--- src/rtl/fetch_stage_ctrl.sv ---
// Instruction fetch stage controller: issues one outstanding imem request at a time,
// buffers responses under IF/ID stalls, squashes on flush and keeps stall/flush counters.
module fetch_stage_ctrl #(
  parameter logic [31:0] RESET_PC = 32'h0040_0000,
  parameter int          COUNT_W  = 16
) (
  input  logic               clk,
  input  logic               reset,
  input  logic               pc_disable_i,
  input  logic               ifid_disable_i,
  input  logic               flush_i,
  input  logic [31:0]        redirect_pc_i,
  output logic               imem_req_o,
  output logic [31:0]        imem_addr_o,
  input  logic               imem_gnt_i,
  input  logic               imem_rvalid_i,
  input  logic [31:0]        imem_rdata_i,
  output logic [31:0]        pc_ifid_o,
  output logic [31:0]        instr_ifid_o,
  output logic               valid_ifid_o,
  output logic [COUNT_W-1:0] stall_cnt_o,
  output logic [COUNT_W-1:0] flush_cnt_o
);

  typedef enum logic [1:0] {
    ST_FETCH   = 2'd0,
    ST_WAIT    = 2'd1,
    ST_HOLD    = 2'd2,
    ST_DISCARD = 2'd3
  } state_t;

  localparam logic [COUNT_W-1:0] CNT_ONE = {{(COUNT_W-1){1'b0}}, 1'b1};
  localparam logic [COUNT_W-1:0] CNT_MAX = {COUNT_W{1'b1}};

  state_t             state;
  state_t             next_state;
  logic               accept;
  logic               resp_live;
  logic [31:0]        pc;
  logic [31:0]        req_pc;
  logic [31:0]        buf_instr;
  logic [31:0]        buf_pc;
  logic [31:0]        ifid_pc;
  logic [31:0]        ifid_instr;
  logic               ifid_valid;
  logic [COUNT_W-1:0] stall_cnt;
  logic [COUNT_W-1:0] flush_cnt;

  always_ff @(posedge clk) begin
    if (reset) begin
      state <= ST_FETCH;
    end else begin
      state <= next_state;
    end
  end

  always_comb begin
    next_state = state;
    case (state)
      ST_FETCH: begin
        if (accept) begin
          next_state = flush_i ? ST_DISCARD : ST_WAIT;
        end
      end
      ST_WAIT: begin
        if (imem_rvalid_i) begin
          if (flush_i || !ifid_disable_i) begin
            next_state = ST_FETCH;
          end else begin
            next_state = ST_HOLD;
          end
        end else if (flush_i) begin
          next_state = ST_DISCARD;
        end
      end
      ST_HOLD: begin
        if (flush_i || !ifid_disable_i) begin
          next_state = ST_FETCH;
        end
      end
      ST_DISCARD: begin
        if (imem_rvalid_i) begin
          next_state = ST_FETCH;
        end
      end
      default: next_state = ST_FETCH;
    endcase
  end

  // A response is only meaningful in WAIT; rvalid seen in any other state is stale.
  always_comb begin
    imem_req_o = (state == ST_FETCH) && !pc_disable_i;
    resp_live  = (state == ST_WAIT) && imem_rvalid_i && !flush_i;
  end

  assign accept = imem_req_o && imem_gnt_i;

  always_ff @(posedge clk) begin
    if (reset) begin
      pc         <= RESET_PC;
      req_pc     <= '0;
      buf_instr  <= '0;
      buf_pc     <= '0;
      ifid_pc    <= '0;
      ifid_instr <= '0;
      ifid_valid <= 1'b0;
    end else begin
      if (flush_i) begin
        pc <= redirect_pc_i;
      end else if (accept) begin
        pc <= pc + 32'd4;
      end

      if (accept && !flush_i) begin
        req_pc <= pc;
      end

      if (resp_live && ifid_disable_i) begin
        buf_instr <= imem_rdata_i;
        buf_pc    <= req_pc;
      end

      // Flush beats a stall; an enabled register with nothing to take gets a bubble.
      if (flush_i) begin
        ifid_pc    <= '0;
        ifid_instr <= '0;
        ifid_valid <= 1'b0;
      end else if (!ifid_disable_i) begin
        if (resp_live) begin
          ifid_pc    <= req_pc;
          ifid_instr <= imem_rdata_i;
          ifid_valid <= 1'b1;
        end else if (state == ST_HOLD) begin
          ifid_pc    <= buf_pc;
          ifid_instr <= buf_instr;
          ifid_valid <= 1'b1;
        end else begin
          ifid_instr <= '0;
          ifid_valid <= 1'b0;
        end
      end
    end
  end

  always_ff @(posedge clk) begin
    if (reset) begin
      stall_cnt <= '0;
      flush_cnt <= '0;
    end else begin
      if (ifid_disable_i && !flush_i && (stall_cnt != CNT_MAX)) begin
        stall_cnt <= stall_cnt + CNT_ONE;
      end
      if (flush_i && (flush_cnt != CNT_MAX)) begin
        flush_cnt <= flush_cnt + CNT_ONE;
      end
    end
  end

  assign imem_addr_o  = pc;
  assign pc_ifid_o    = ifid_pc;
  assign instr_ifid_o = ifid_instr;
  assign valid_ifid_o = ifid_valid;
  assign stall_cnt_o  = stall_cnt;
  assign flush_cnt_o  = flush_cnt;

endmodule
--- config.mk ---
export PLATFORM = sky130hd
export DESIGN_NAME = fetch_stage_ctrl
export DESIGN_NICKNAME = d
export VERILOG_FILES = /design/src/rtl/fetch_stage_ctrl.sv
export SDC_FILE = /design/constraint.sdc
export NUM_CORES = 1
export LEC_CHECK = 0
export BUFFER_PORTS_ARGS = -buffer_cell sky130_fd_sc_hd__buf_2
export CORE_MARGIN = 5
export CORE_UTILIZATION = 35
export DETAILED_ROUTE_END_ITERATION = 12
export SYNTH_ARGS = -nofsm -noshare
export SYNTH_HDL_FRONTEND = slang
export SYNTH_SLANG_ARGS = --single-unit
--- constraint.sdc ---
create_clock -name clk -period 2.8 [get_ports clk]
set_input_delay 0.56 -clock clk [delete_from_list [all_inputs] [get_ports clk]]
set_output_delay 0.56 -clock clk [all_outputs]
set_load 0.02 [all_outputs]
==> results of run 1 <==
==> per-stage QoR <==
stage | total power [uW] | cell area [um^2] | hold WS [ns] | utilization (%)
finish | 7370 | 11700 | 0.278 | 43.5
global route | 7680 | 11700 | 0.269 | 43.5
CTS | 7460 | 11700 | 0.254 | 43.5
detailed placement | 4000 | 10800 | 0.446 | 40.2
global placement | 3990 | 10800 | 0.441 | 40.2
floorplan | 3770 | 9470 | 0.436 | -
==> layout by cell type, fill, tap and decap left out, types with 4 or more instances in the layout <==
cell type	Yosys	layout
inv_1	8	8
and4_1	8	8
nor2_1	151	150
a311oi_1	4	4
nor3_1	23	23
xor2_1	12	12
buf_4	1	18
nor4_1	5	5
nor2b_1	5	4
xnor2_1	33	33
o21a_1	4	4
clkbuf_8	0	10
buf_2	12	199
clkbuf_16	0	27
clkinv_2	0	4
nand4_1	14	14
a22oi_1	32	32
nand3_1	17	17
a211oi_1	44	44
a21oi_1	148	148
o21ai_0	9	9
and3_1	14	14
dfxtp_1	227	227
nand2_1	229	228
buf_12	0	4
mux2i_1	39	39
==> per-layer routing <==
layer / share of wire (%) / wire length, um / GRT usage (%)
met5: 0.12 / 32 / 0
met4: 2.1 / 562 / 4.42
met3: 6.9 / 1860 / 4.96
met2: 45 / 12200 / 28.1
met1: 46 / 12400 / 22.7
==> Yosys cell counts (all sizes together) (3+ instances only) <==
cell and count:
nand2 229, dfxtp 227, nor2 151, a21oi 148
clkbuf 65, a211oi 44, mux2i 39, xnor2 33
a22oi 32, buf 24, nor3 24, nand3 18
nand4 16, and3 14, xor2 12, o21ai 9
and4 8, inv 8, nor4 6, nor2b 5
a311oi 4, o21a 4, a21o 3, a31oi 3
ha 3, nor3b 3, nor4b 3, o22ai 3
or3 3
==> cells by family after synthesis <==
family | share of synthesized area, %
adder cells (fa/ha/maj) | 0.396
multiplexers | 4.36
flip-flops | 48.0
XOR/XNOR | 4.16
AO/OA/AOI/OAI | 16.1
buffers and inverters | 4.12
AND/OR/NAND/NOR | 22.9
==> sequential cells by signal (all words and copies together), names as in the netlist <==
signal / cells
imem_addr_o: 32
buf_pc: 32
req_pc: 32
flush_cnt_o: 16
buf_instr: 32
pc_ifid_o: 32
instr_ifid_o: 32
valid_ifid_o: 1
stall_cnt_o: 16
state: 2
==> power groups by stage <==
stage	Clock [uW]	Sequential [uW]	Combinational, uW
final	3440	3370	549
after global routing	3690	3380	606
after CTS	3530	3370	556
after detailed placement	0	3440	555
after global placement	0	3440	549
after floorplan	0	3480	286
==> final cells by class <==
type                    instances  share of cell area, %
diodes                          1                 0.0215
clock buffers                  40                   7.07
clock inverters                 7                  0.558
inverters                       8                  0.258
multi-input cells             836                   39.1
flip-flops and latches        227                   39.0
well taps                     341                   3.66
repair buffers                221                   10.4
==> how the worst min path moves through the flow <==
stage | slack (ns) | to | cells past startpoint | from
after CTS | 0.25 | imem_addr_o[1] | 3 | redirect_pc_i[1]
after global placement | 0.44 | buf_instr[16] | 2 | buf_instr[16]
after detailed placement | 0.45 | buf_pc[21] | 2 | buf_pc[21]
final | 0.28 | imem_addr_o[1] | 3 | redirect_pc_i[1]
after global routing | 0.27 | imem_addr_o[1] | 3 | redirect_pc_i[1]
after floorplan | 0.44 | buf_pc[0] | 2 | buf_pc[0]
==> worst max-delay path, stage by stage (launching register included) <==
cell	delay, ns
dfxtp_1	0.41
nor3_1	0.38
buf_2	0.25
==> results.py, run 1 <==
metrics = {
    "timing": {
        "max_freq_ghz": 0.470,
        "hold_viol": 0,
        "worst_pin_slew_ns": 0.722,
        "worst_slew_margin_rel_pct": 51.9,
        "tns_ns": 0,
        "slew_viol_final": 0,
        "clock_skew_ns": 0.0194,
        "final.min_clock_period_ns": 2.13,
        "period_share_pct": 76.1,
        "setup_viol": 0,
        "rsz0062_at_grt": "false",
        "layout_setup_ws_ns": 0.670,
    },
    "clock_tree": {
        "cts_resized": 0,
        "post_cts_buffers": 0,
        "clkSinkCount": 227,
        "clkSlewWorstSetupHoldPaths_ns": 0.06,
        "clock_path_buffers": 3,
        "hold_buffers": 0,
        "cts_tree": "yes",
        "cts_root_buf": "clkbuf_16",
        "clk_latency_ns": 0.52,
        "cts-buffers-inserted": 26,
        "htree_levels": 1,
    },
    "logic_synthesis": {
        "synth_seq_area_share_pct": 48.0,
        "yosys.area.top_type": "dfxtp_1",
        "syn-cell-area_um2": 9470,
        "synth_ff_type": "dfxtp_1",
        "synth_seq_cells": 227,
        "synth_nets": 1234,
        "syn_area_per_cell_um2": 8.16,
        "ys_async_sr_fraction_pct": 0,
        "postSynthCellCount": 1160,
        "synth_top_area_share_pct": 48.0,
        "synth_edf_count": 0,
        "synth_area_leaders": "dfxtp_1 (48%), nand2_1 (9.1%), a21oi_1 (7.8%)",
        "ys_warn_count": 0,
        "synth_cell_types": 51,
    },
    "placed_design": {
        "dp_slack_ns": 0.523,
        "port_buffers": 200,
        "dpl.hpwl_um": 18000,
        "gp_congestion": 0.812,
        "dp.cells": 1633,
    },
    "worst_setup_path": {
        "cp.required_ns": 2.24,
        "endpoint": "imem_req_o",
        "r2r_end": "imem_addr_o[31]",
        "setup.worst_path.start_class": "flop",
        "cp_max_fo": 9,
        "r2r_slack_ns": 0.75,
        "crit_start": "state[0]",
        "r2r-start": "state[0]",
        "arrival_ns": 1.57,
        "reg2regPathDepth": 5,
        "crit_type": "reg2out",
        "critical_path.endpoint_type": "output port",
    },
    "global_routing": {
        "grt_max_degree": 95,
        "grt.total_usage_pct": 17.3,
        "antenna_found_initial": 3,
        "grt_pass1_wl_um": 44000,
        "grt_pass1_vias": 8163,
        "grt_overflow": 0,
    },
    "die": {
        "die_y_um": 174,
        "dieArea_um2": 30400,
        "start_util_pct": 35.3,
        "fp-row-count": 60,
        "pin_count": 201,
        "core-area_um2": 26800,
        "fp.dieW_um": 174,
    },
    "power_and_ir_drop": {
        "p_switching_uw": 1780,
        "leakagePower_uw": 0.00438,
        "p_sw_share_pct": 24.1,
        "p_per_area_nw_per_um2": 632,
        "power_frac_seq_pct": 45.8,
        "clockPowerShare_pct": 46.7,
        "combPwrFrac_pct": 7.4,
        "max-vdd-ir-drop_v": 0.000367,
        "power.internal_uw": 5590,
    },
    "routing": {
        "routedWlPerCell_um": 16.1,
        "vias": 8454,
        "wirelength_um": 27100,
        "viasPerCell": 5.03,
        "drc": 0,
        "drt_iter0_drc": 498,
        "ant_nets": 0,
        "firstDrtPassIters": 5,
    },
    "layout": {
        "final-seq-area_um2": 4540,
        "n_fill_cell": 2656,
        "nNetsFinal": 1394,
        "multiInputGateArea_um2": 4550,
        "finalNonFillerCells": 1681,
        "syn_to_final_growth_pct": 23.1,
        "drive_above_1_share_pct": 20.9,
    },
    "outcome": {
        "outcome": "finished, final reports clean",
    },
    "run": {
        "cap_violations": 0,
    },
    "min_path": {
        "hp-class": "in2reg",
    },
}
No activity file was read; power rests on OpenSTA's default activity.
==> run 2: changes to the inputs <==
clock period = 2 ns   (was 2.8 ns; I/O delays follow)
==> run 2 against run 1 <==
- sequential power increased by 39%
- final cell count increased by 2.3%
- core utilization increased by 1.4 points
- clock-buffer cell count decreased by 1
- non-clock buffer count increased by 37
- die area unchanged
- critical path type unchanged
==> results.py, run 2 (synthesis results as in run 1) <==
metrics = {
    "worst_setup_path": {
        "cp_max_fo": 5,
        "crit_start": "state[1]",
        "reg2regPathDepth": 6,
        "cp.depth": 3,
        "r2r-start": "imem_addr_o[3]",
        "critical_path.endpoint_type": "output port",
        "critPathBufInv": 2,
        "cp.required_ns": 1.60,
        "r2r_end": "imem_addr_o[22]",
        "endpoint": "imem_req_o",
        "setup.worst_path.start_class": "flop",
        "arrival_ns": 1.49,
        "path_cells": "buf_4 > nor3_2 > buf_2",
        "crit_type": "reg2out",
        "r2r_slack_ns": 0.15,
        "path_delay_family": "buffers and inverters",
        "critPathSlowestCell": "dfxtp_1",
        "cpPeakStageDelay_ns": 0.33,
    },
    "timing": {
        "worst_slew_margin_rel_pct": 69.8,
        "rsz0062_at_grt": "false",
        "clock_skew_ns": 0.0104,
        "period_share_pct": 94.6,
        "hold_viol": 0,
        "final.min_clock_period_ns": 1.89,
        "max_freq_ghz": 0.529,
        "slew_viol_final": 0,
        "hold_slack_ns": 0.112,
        "worst_pin_slew_ns": 0.452,
        "tns_ns": 0,
        "setup_viol": 0,
    },
    "clock_tree": {
        "clkSinkCount": 227,
        "clock_path_buffers": 3,
        "cts_tree": "yes",
        "clk_latency_ns": 0.52,
        "htree_levels": 1,
        "cts-buffers-inserted": 26,
        "cts_root_buf": "clkbuf_16",
        "clkSlewWorstSetupHoldPaths_ns": 0.06,
    },
    "global_routing": {
        "grt_max_degree": 77,
        "antenna_found_initial": 5,
        "grt_pass1_wl_um": 44700,
        "grt.total_usage_pct": 17.5,
        "grt_overflow": 0,
        "grt_pass1_vias": 8437,
    },
    "placed_design": {
        "gp_congestion": 0.839,
        "port_buffers": 200,
        "dp.cells": 1670,
        "dpl.hpwl_um": 19000,
        "place_area_um2": 11100,
    },
    "die": {
        "die_y_um": 174,
        "fp.dieW_um": 174,
        "dieArea_um2": 30400,
        "start_util_pct": 35.3,
        "fp-row-count": 60,
        "core-area_um2": 26800,
        "pin_count": 201,
    },
    "layout": {
        "fin_area_um2": 12000,
        "final_cell_mix": "nand2_1 (228), dfxtp_1 (227), buf_2 (199)",
        "syn_to_final_growth_pct": 27.1,
        "nNetsFinal": 1431,
        "drive_above_1_share_pct": 23.1,
        "finalNonFillerCells": 1719,
        "final_common_cell": "nand2_1",
    },
    "run": {
        "cap_violations": 0,
    },
    "power_and_ir_drop": {
        "power.internal_uw": 8070,
        "fin_total_pwr_uw": 10600,
        "leakagePower_uw": 0.00460,
        "combPwrFrac_pct": 8.2,
        "clockPowerShare_pct": 47.4,
        "p_per_area_nw_per_um2": 879,
        "p_sw_share_pct": 23.8,
        "power_frac_seq_pct": 44.4,
        "max-vdd-ir-drop_v": 0.000542,
        "p_switching_uw": 2520,
    },
    "routing": {
        "wirelength_um": 27800,
        "drc": 0,
        "viasPerCell": 5.05,
        "vias": 8679,
        "firstDrtPassIters": 5,
        "routedWlPerCell_um": 16.2,
        "drt_iter0_drc": 474,
        "ant_nets": 0,
    },
    "min_path": {
        "hp-class": "in2reg",
    },
    "outcome": {
        "outcome": "finished, final reports clean",
    },
}
==> run 2: cell types whose count changed in the layout (fill, tap and decap cells not counted), sizes merged <==
cell / previous run / this run
clkinvlp: 2 / 1
buf: 221 / 258
clkbuf: 40 / 39
diode: 1 / 2
bufinv: 1 / 3
==> run 2: worst reg2reg max path, delay by kind of cell, from the launching register on <==
kind	cells	cell delay (ns)
AOI/OAI and AO/OA	1	0.11
adders and majority gates	1	0.19
DFF	1	0.40
and+or+nand+nor	4	1.11
==> run 2: how the worst min path moves through the flow <==
| stage | startpoint | endpoint | slack [ns] | cells after the start |
|---|---|---|---|---|
| 2_1_floorplan | buf_pc[0] | buf_pc[0] | 0.44 | 2 |
| 3_3_place_gp | buf_pc[25] | buf_pc[25] | 0.44 | 2 |
| 3_5_place_dp | buf_instr[22] | buf_instr[22] | 0.45 | 2 |
| 4_1_cts | redirect_pc_i[7] | imem_addr_o[7] | 0.09 | 3 |
| 5_1_grt | redirect_pc_i[8] | imem_addr_o[8] | 0.11 | 3 |
| 6_report | redirect_pc_i[7] | imem_addr_o[7] | 0.11 | 3 |
==> run 2: through the flow <==
step	setup WS (ns)	util [%]
after floorplan	0.0498	-
after global placement	0.00139	41.4
after detailed placement	0.0123	41.4
after CTS	0.0816	44.9
after global routing	0.000256	44.9
final	0.108	44.9
==> run 2: area by class of cell <==
class                           instances  area, um^2
Inverter                                8        30.0
Antenna cell                            2        5.00
Timing Repair Buffer                  258        1550
Clock inverter                          8         118
Sequential cell                       227        4540
Tap cell                              341         427
Clock buffer                           39         801
Fill cell                            2660       14800
Multi-Input combinational cell        836        4560
==> run 2: power groups by stage <==
stage / sequential [uW] / clock, uW / combinational [uW]
global route: 4700 / 5310 / 957
floorplan: 4870 / 0 / 400
finish: 4690 / 5010 / 872
detailed placement: 4790 / 0 / 875
CTS: 4690 / 5140 / 879
global placement: 4790 / 0 / 869
==> run 2: repair_timing <==
action,CTS,global route
buffers inserted,0,0
gates resized for setup,1,1
endpoints found under the setup margin,1,1
gates cloned,0,0
hold buffers,0,0
==> run 2: per-layer routing <==
layer  track usage (%)  part of all wire (%)  up-vias
met5                 0                  0.14        -
met4              5.01                   2.8        6
met3              5.18                   6.9       55
met2              27.9                    44      199
met1              23.1                    46     4036
li1                  -                     -     4383
==> run 3: changes to the inputs <==
--- a/config.mk
+++ b/config.mk
@@ -7,2 +7,3 @@
 export LEC_CHECK = 0
+export ABC_CLOCK_PERIOD_IN_PS = 2000
 export BUFFER_PORTS_ARGS = -buffer_cell sky130_fd_sc_hd__buf_2
==> constraint.sdc (replaced) <==
create_clock -name clk -period 2 [get_ports clk]
set_input_delay 0.1 -clock clk [delete_from_list [all_inputs] [get_ports clk]]
set_output_delay 0.1 -clock clk [all_outputs]
set_load 0.02 [all_outputs]
==> run 3 against run 2 <==
- critical path depth increased by 4
- routed wire length increased by 0.74%
- setup slack got worse by 0.019 ns
- sequential power about the same
- final cell count increased by 3.6%
- largest power group unchanged
- clock skew increased by 0.0070 ns
- sequential share of layout area decreased by 1.6 points
- flip-flop and latch count unchanged
- critical endpoint is now imem_addr_o[7]
- clock-buffer cell count decreased by 2
==> results.py, run 3 (synthesis results as in run 1) <==
metrics = {
    "clock_tree": {
        "clock_path_buffers": 3,
        "clkSlewWorstSetupHoldPaths_ns": 0.06,
        "cts_root_buf": "clkbuf_16",
        "clk_latency_ns": 0.52,
        "cts_tree": "yes",
        "cts-buffers-inserted": 27,
        "htree_levels": 1,
        "clkSinkCount": 227,
    },
    "worst_setup_path": {
        "cp.required_ns": 2.39,
        "setup.worst_path.start_class": "flop",
        "crit_type": "reg2reg",
        "r2r_end": "imem_addr_o[7]",
        "r2r-start": "state[0]",
        "critical_path.endpoint_type": "flop",
        "path_cells": "nor4b_4 > buf_12 > nand4_1 > xnor2_1 > mux2i_1 > nor2_1 > dlygate4sd3_1",
        "arrival_ns": 2.30,
        "critPathSlowestCell": "dlygate4sd3_1",
        "cpPeakStageDelay_ns": 0.56,
        "r2r_slack_ns": 0.09,
        "cp_max_fo": 7,
        "reg2regPathDepth": 7,
    },
    "global_routing": {
        "grt_overflow": 0,
        "grt_max_degree": 66,
        "grt_pass1_wl_um": 44600,
        "grt_pass1_vias": 8548,
        "grt.total_usage_pct": 17.6,
        "antenna_found_initial": 2,
    },
    "routing": {
        "viasPerCell": 4.94,
        "vias": 8798,
        "firstDrtPassIters": 4,
        "drc": 0,
        "routedWlPerCell_um": 15.7,
        "drt_iter0_drc": 542,
        "wirelength_um": 28000,
        "ant_nets": 0,
    },
    "die": {
        "fp-row-count": 60,
        "core-area_um2": 26800,
        "dieArea_um2": 30400,
        "fp.dieW_um": 174,
        "start_util_pct": 35.3,
        "pin_count": 201,
        "die_y_um": 174,
    },
    "min_path": {
        "min_path_cells": 4,
        "min_to": "imem_addr_o[0]",
        "hp-start": "flush_i",
        "hp-class": "in2reg",
    },
    "timing": {
        "tns_ns": 0,
        "rsz0062_at_grt": "false",
        "worst_pin_slew_ns": 0.606,
        "layout_setup_ws_ns": 0.0887,
        "max_freq_ghz": 0.523,
        "period_share_pct": 95.6,
        "worst_slew_margin_rel_pct": 59.6,
        "slew_viol_final": 0,
        "hold_viol": 0,
        "setup_viol": 0,
        "final.min_clock_period_ns": 1.91,
        "clock_skew_ns": 0.0173,
    },
    "power_and_ir_drop": {
        "p_sw_share_pct": 24.0,
        "combPwrFrac_pct": 9.3,
        "p_per_area_nw_per_um2": 828,
        "max-vdd-ir-drop_v": 0.000635,
        "power_frac_seq_pct": 45.1,
        "p_switching_uw": 2500,
        "leakagePower_uw": 0.00483,
        "fin_total_pwr_uw": 10400,
        "power.internal_uw": 7910,
        "clockPowerShare_pct": 45.6,
    },
    "layout": {
        "nNetsFinal": 1494,
        "syn_to_final_growth_pct": 32.8,
        "final_util_pct": 46.9,
        "n_fill_cell": 2585,
        "final_cell_mix": "nand2_1 (228), dfxtp_1 (226), buf_2 (199)",
        "drive_above_1_share_pct": 21.4,
        "final_common_cell": "nand2_1",
    },
    "placed_design": {
        "dpl.hpwl_um": 18800,
        "gp_congestion": 0.840,
        "dp_slack_ns": 0.199,
        "port_buffers": 200,
    },
    "run": {
        "cap_violations": 0,
    },
    "outcome": {
        "outcome": "finished, final reports clean",
    },
}
## run 3: worst max path at each step
| stage | to | startpoint | cells past startpoint |
|---|---|---|---|
| 2_1_floorplan | imem_addr_o[22] | imem_addr_o[2] | 7 |
| 3_3_place_gp | imem_addr_o[22] | state[1] | 6 |
| 3_5_place_dp | flush_cnt_o[7] | flush_cnt_o[0] | 6 |
| 4_1_cts | imem_addr_o[7] | state[1] | 7 |
| 5_1_grt | imem_addr_o[7] | state[0] | 7 |
| 6_report | imem_addr_o[7] | state[0] | 7 |
## run 3: what timing repair did
action                                  CTS  global route
endpoints found under the setup margin    0             2
buffers inserted                          0             2
resized for setup                         0             1
hold endpoints to repair                109             0
hold buffers                             70             0
## run 3: routing by layer
metal | wire (um) | part of all wire, % | vias up | global-route usage, %
met1 | 13000 | 46 | 4021 | 23.3
met4 | 779 | 2.8 | 0 | 5.11
li1 | - | - | 4508 | -
met5 | 0 | 0 | - | 0
met2 | 12500 | 45 | 223 | 28.4
met3 | 1710 | 6.1 | 46 | 4.33
## run 3: through the flow
step / std cells / hold slack (ns) / area (um^2)
after floorplan: 1160 / 0.236 / 9470
after global placement: 1660 / 0.334 / 11000
after detailed placement: 1660 / 0.340 / 11000
after CTS: 1777 / 0.0422 / 12500
after global routing: 1781 / 0.111 / 12600
final: 1781 / 0.0735 / 12600
## run 3: worst max-delay path: cells and delay by family, from the launching register on
kind | cells | cell delay [ns]
simple gates | 3 | 0.46
buf+inv | 2 | 0.72
xor+xnor | 1 | 0.15
mux | 1 | 0.14
flops | 1 | 0.33
## run 3: power by group through the flow
stage	Clock, uW	Combinational (uW)	Sequential, uW
after floorplan	0	400	4870
after global placement	0	846	4800
after detailed placement	0	850	4800
after CTS	4900	961	4700
after global routing	5070	1050	4710
final	4750	965	4700
## run 3: cell type report
type                       count  area [um^2]  share of cell area [%]
clock inverter                10          103                   0.816
clock buffer                  37          763                    6.07
tap                          341          427                    3.39
timing repair buffer         320         2150                    17.1
antenna                        2         5.00                  0.0398
sequential                   227         4550                    36.1
multi-input combinational    836         4550                    36.2
inverter                       8         30.0                   0.239
